File: src/rtl/btn_defs.sv
// Shared definitions for the push-button front end.
// Contents:
//   BTN_*            channel index of each physical button on the btn_* buses
//   NBTN_DEF         number of button channels on the board
//   DEBOUNCE_DEFAULT default debounce interval in clk cycles (10 ms at 100 MHz)
//   SYNC_DEFAULT     default synchroniser depth
package btn_defs;

    localparam int BTN_RIGHT        = 0;
    localparam int BTN_LEFT         = 1;
    localparam int BTN_UP           = 2;
    localparam int BTN_DOWN         = 3;
    localparam int BTN_SHOOT        = 4;
    localparam int NBTN_DEF         = 5;

    localparam int DEBOUNCE_DEFAULT = 1_000_000;
    localparam int SYNC_DEFAULT     = 2;

endpackage : btn_defs

File: src/rtl/btn_debounce_ch.sv
// One button channel: synchroniser chain, debounce counter, clean level
// and a registered one-cycle rising-edge pulse.
// Ports:
//   clk      in  system clock
//   rst      in  asynchronous active-high reset
//   raw_i    in  raw, unsynchronised button pin
//   level_o  out debounced level, 1 = pressed
//   rise_o   out one-cycle pulse in the first cycle level_o reads 1
module btn_debounce_ch
    import btn_defs::*;
#(
    parameter int DEBOUNCE_CYCLES = DEBOUNCE_DEFAULT,
    parameter int SYNC_STAGES     = SYNC_DEFAULT
) (
    input  logic clk,
    input  logic rst,
    input  logic raw_i,
    output logic level_o,
    output logic rise_o
);

    localparam int               CNT_W    = $clog2(DEBOUNCE_CYCLES + 1);
    localparam logic [CNT_W-1:0] CNT_LAST = CNT_W'(DEBOUNCE_CYCLES - 1);
    localparam logic [CNT_W-1:0] CNT_ONE  = CNT_W'(1);

    logic [SYNC_STAGES-1:0] sync_q, sync_d;
    logic [CNT_W-1:0]       cnt_q,  cnt_d;
    logic                   level_q, level_d;
    logic                   rise_q,  rise_d;
    logic                   sync_s;

    // Shift the raw pin into the synchroniser; the last stage is the only safe sample.
    always_comb begin
        sync_d = {sync_q[SYNC_STAGES-2:0], raw_i};
        sync_s = sync_q[SYNC_STAGES-1];
    end

    // Debounce: a differing input must persist DEBOUNCE_CYCLES cycles; any bounce
    // back to the accepted level restarts the count, so the counter cannot wrap.
    always_comb begin
        cnt_d   = cnt_q;
        level_d = level_q;
        rise_d  = 1'b0;
        if (sync_s == level_q) begin
            cnt_d = {CNT_W{1'b0}};
        end else if (cnt_q == CNT_LAST) begin
            level_d = sync_s;
            rise_d  = sync_s;
            cnt_d   = {CNT_W{1'b0}};
        end else begin
            cnt_d = cnt_q + CNT_ONE;
        end
    end

    // Channel state register.
    always_ff @(posedge clk or posedge rst) begin
        if (rst) begin
            sync_q  <= {SYNC_STAGES{1'b0}};
            cnt_q   <= {CNT_W{1'b0}};
            level_q <= 1'b0;
            rise_q  <= 1'b0;
        end else begin
            sync_q  <= sync_d;
            cnt_q   <= cnt_d;
            level_q <= level_d;
            rise_q  <= rise_d;
        end
    end

    assign level_o = level_q;
    assign rise_o  = rise_q;

endmodule : btn_debounce_ch

File: src/rtl/btn_conditioner.sv
// Push-button front end: per-channel synchronise + debounce, plus a frame latch
// that captures every press between move ticks so short taps survive until the
// game logic samples them once per frame.
// Ports:
//   clk        in  100 MHz system clock
//   rst        in  asynchronous active-high reset
//   btn_raw    in  raw pins [0]=right [1]=left [2]=up [3]=down [4]=shoot
//   move       in  one-cycle frame tick (vblank start)
//   btn_level  out debounced levels, 1 = pressed
//   btn_rise   out one-cycle pulse when a level first reads 1
//   btn_frame  out presses latched for the current frame, updated only after move
module btn_conditioner
    import btn_defs::*;
#(
    parameter int NBTN            = NBTN_DEF,
    parameter int DEBOUNCE_CYCLES = DEBOUNCE_DEFAULT,
    parameter int SYNC_STAGES     = SYNC_DEFAULT
) (
    input  logic            clk,
    input  logic            rst,
    input  logic [NBTN-1:0] btn_raw,
    input  logic            move,
    output logic [NBTN-1:0] btn_level,
    output logic [NBTN-1:0] btn_rise,
    output logic [NBTN-1:0] btn_frame
);

    logic [NBTN-1:0] pending_q, pending_d;
    logic [NBTN-1:0] frame_q,   frame_d;

    for (genvar i = 0; i < NBTN; i++) begin : g_ch
        btn_debounce_ch #(
            .DEBOUNCE_CYCLES (DEBOUNCE_CYCLES),
            .SYNC_STAGES     (SYNC_STAGES)
        ) u_ch (
            .clk     (clk),
            .rst     (rst),
            .raw_i   (btn_raw[i]),
            .level_o (btn_level[i]),
            .rise_o  (btn_rise[i])
        );
    end

    // Frame latch: a rise coincident with move goes straight into this frame
    // rather than into pending, so no press is ever deferred by a whole frame.
    always_comb begin
        pending_d = pending_q;
        frame_d   = frame_q;
        if (move) begin
            frame_d   = pending_q | btn_rise;
            pending_d = {NBTN{1'b0}};
        end else begin
            pending_d = pending_q | btn_rise;
        end
    end

    // Frame latch register.
    always_ff @(posedge clk or posedge rst) begin
        if (rst) begin
            pending_q <= {NBTN{1'b0}};
            frame_q   <= {NBTN{1'b0}};
        end else begin
            pending_q <= pending_d;
            frame_q   <= frame_d;
        end
    end

    assign btn_frame = frame_q;

endmodule : btn_conditioner

File: config.mk
export PLATFORM = sky130hd
export DESIGN_NAME = btn_conditioner
export DESIGN_NICKNAME = d
export VERILOG_FILES = /design/src/rtl/btn_defs.sv /design/src/rtl/btn_debounce_ch.sv /design/src/rtl/btn_conditioner.sv
export SDC_FILE = /design/constraint.sdc
export NUM_CORES = 1
export LEC_CHECK = 0
export BUFFER_PORTS_ARGS = -buffer_cell sky130_fd_sc_hd__buf_2
export CORE_UTILIZATION = 54
export CTS_BUF_LIST = sky130_fd_sc_hd__clkbuf_4 sky130_fd_sc_hd__clkbuf_8
export DETAILED_ROUTE_END_ITERATION = 16
export PLACE_DENSITY = 0.73
export SETUP_SLACK_MARGIN = 0.05
export SYNTH_ARGS = -nofsm -noshare
export SYNTH_HDL_FRONTEND = slang
export SYNTH_HIERARCHICAL = 1
export SYNTH_SLANG_ARGS = --single-unit
File: constraint.sdc
create_clock -name clk -period 2.48 [get_ports clk]
set_clock_uncertainty 0.05 [all_clocks]
set_input_delay 0 -clock clk [delete_from_list [all_inputs] [get_ports clk]]
set_output_delay 0 -clock clk [all_outputs]
set_load 0.01 [all_outputs]
==> flow_metrics.tcl <==
set metrics [dict create \
    endpoint "g_ch[4].u_ch/level_o" \
    crit_start "g_ch[4].u_ch/cnt_q[10]" \
    gr-total-overflow 0 \
    worst_slack_ps 458 \
    h-tree-depth 4 \
    cts.sinks 130 \
    row_count 38 \
    postCtsSetupBuffers 0 \
    rr_endpoint "g_ch[4].u_ch/level_o" \
    fin_tns_setup_ps 0 \
    final.min_clock_period_ps 2020 \
    critPathArrivalTime_ps 2300 \
    syn_inst 574 \
    power_leakage_uw 0.00298 \
    slowest_delay_ps 550 \
    internal-power_uw 3080 \
    cp.depth 4 \
    post-route-period-util_pct 81.5 \
    insertion_delay_ps 450 \
    setup_viol 0 \
    synthesis.nets 587 \
    portBuffers 22 \
    clockPowerShare_pct 41.9 \
    drt-total-wl_um 11700 \
    critPathCaptureType "flop" \
    wl_per_cell_um 15.2 \
    fin_nets 635 \
    worst_path_max_delay_cell "or4_4" \
    required_ps 2760 \
    hpwl_um 8210 \
    status "finished, final reports clean" \
    tightestPinTransition_ps 905 \
    syn_area_um2 6250 \
    max_freq_mhz 495 \
    die_width_um 110 \
    cts_tree "built" \
    grt_pass1_vias 4326 \
    maxCapViolations 0 \
    ys_ff_latch 130 \
    pre_cts_slack_ps 450 \
    grt_max_degree 25 \
    firstDrtPassIters 4 \
    yosysSeqAreaShare_pct 52.1 \
    fin_util_pct 63.1 \
    area_growth_pct 11.8 \
    final_antenna_net_count 0 \
    rr_worst_depth 4 \
    slew_violations 0 \
    core_area_um2 11100 \
    routabilityCongestion 0.842 \
    power.share.combinational_pct 3.9 \
    switching_share_pct 23.6 \
    ctsRootBufferMaster "clkbuf_8" \
    maxSlewHeadroom_pct 39.6 \
    powerDensity_nw_per_um2 576 \
    dr.first_iter.drc_count 207 \
    cts_max_path_buffers 2 \
    r2r_start "g_ch[4].u_ch/cnt_q[10]" \
    crit_chain "nor4_2 > nand4_2 > or4_4 > mux2_4" \
    critPathTopFamily "simple AND/OR/NAND/NOR gates" \
    start_kind "flop" \
    dieHeight_um 110 \
    synth_cell_types 36 \
    seqPwrFrac_pct 54.2 \
    rrSetupSlack_ps 460 \
    synth_area_per_cell_um2 10.9 \
    grtUsageTotal_pct 22.4 \
    yosys_warnings 6 \
    avgViaCountPerCell 5.71 \
    min_path_type "input port to async pin" \
    clk_pin_slew_ps 80 \
    drive_gt1_share_pct 16.5 \
    grt_setup_unrepaired "no" \
    grt_pass1_wl_um 20300 \
    cts_resized 0 \
    critPathBufInv 0 \
    critPathMaxFanout 4 \
    power.switching_uw 949 \
    ios 23 \
    drc_errors 0 \
    worstSetupPathType "flop to flop" \
    dr_total_vias 4427 \
    n_antenna_cell 0 \
    ir_worst_vdd_mv 0.627 \
    cts_buffers 17 \
    start_util_pct 56.4 \
    die_area_um2 12000 \
    antenna_found_initial 0 \
    finalHoldViolCount 0 \
]
-- per-stage QoR --
stage | hold slack [ps] | area [um2] | cells | total power (uW)
after floorplan | -210 | 6250 | 574 | 2320
after global placement | 14.6 | 6530 | 736 | 2370
after detailed placement | 38.2 | 6530 | 736 | 2370
after CTS | 90.6 | 6990 | 775 | 4090
after global routing | 114 | 6990 | 775 | 4190
final | 107 | 6990 | 775 | 4030
-- cell usage after synthesis (all sizes together) --
cell     number  share of area [%]
mux2          5                1.1
nand4bb       4               0.72
o41ai         5                2.2
and4bb        1               0.20
xnor2        35                4.9
dfrtp       130                 52
nor4bb        4               0.64
a21oi        31                2.5
nor3b         5               0.60
or2           5               0.50
nand2        31                1.9
or3          12                1.5
mux2i         4               0.64
xor2         34                4.8
ha            5                1.0
and4         10                1.4
nand3        34                3.4
o31ai        16                1.9
o21ai         6               0.48
nor3         10               0.80
nor4         14                2.2
buf           7               0.82
nor2         94                5.6
nand4        20                2.9
and3         14                1.4
or4          21                2.8
inv          17                1.0
-- worst min path at each step --
stage	start	to	slack, ps	cells after the start
CTS	rst	btn_frame[4]	90	3
detailed placement	rst	pending_q[2]	40	2
global route	btn_raw[0]	g_ch[0].u_ch/sync_q[0]	110	2
floorplan	rst	btn_frame[0]	-210	1
finish	rst	btn_frame[2]	110	3
global placement	rst	pending_q[2]	10	2
-- tightest hold or removal path: stages --
cell and delay (ps):
dlygate4sd3_1 530, buf_2 180, inv_1 320
-- layout make-up --
class                   instances  area, um2
multi-input cells             420       2880
clock buffers                  21        277
well taps                     140        175
flip-flops and latches        130       3250
inverters                      17       63.8
clock inverters                11        105
fillers                       888       4090
repair buffers                 36        233
-- cell families (layout without fill, tap and decap cells) --
group                      after synthesis  count (layout)  share of synthesized area, %
adders and majority gates                5               5                          1.00
muxes                                    9               9                          1.78
and+or+nand+nor                        279             279                          26.5
DFF                                    130             130                          52.1
xor gates and xnor gates                69              69                          9.67
buffers and inverters                   24              85                          1.84
AOI/OAI and AO/OA                       58              58                          7.09
-- cells in the final DEF, fill, tap and decap left out, drive strengths merged, types with 16 or more instances in the layout --
cell type	Yosys	routed
buf	7	29
xor2	34	34
or4	21	21
xnor2	35	35
nand4	20	20
clkbuf	0	21
o31ai	16	16
dfrtp	130	130
nor2	94	94
inv	17	18
nand2	31	31
a21oi	31	31
nand3	34	34
-- power by group through the flow --
stage | Clock (uW) | Combinational (uW) | Sequential (uW)
global placement | 0 | 148 | 2220
detailed placement | 0 | 152 | 2220
floorplan | 0 | 104 | 2220
finish | 1690 | 156 | 2180
CTS | 1740 | 161 | 2180
global route | 1830 | 181 | 2190
-- per-layer routing --
metal  up-vias  GRT usage, %  wire (um)
met1      2193          28.8       5520
met3         9          6.88        445
met2        71          36.0       5680
met5         -             0          0
met4         0          7.43        102
li1       2154             -          -
-- timing repair --
item | in CTS | in global routing
hold endpoints to repair | 145 | 0
hold buffers | 7 | 0
setup endpoints to repair | 0 | 0
-- flip-flops by register name, summed over array words and instances (netlist names) --
signal             count
pending_q              5
g_ch.u_ch/level_o      5
g_ch.u_ch/cnt_q      100
btn_frame              5
g_ch.u_ch/rise_o       5
g_ch.u_ch/sync_q      10
(Power assumes the default switching activity.)
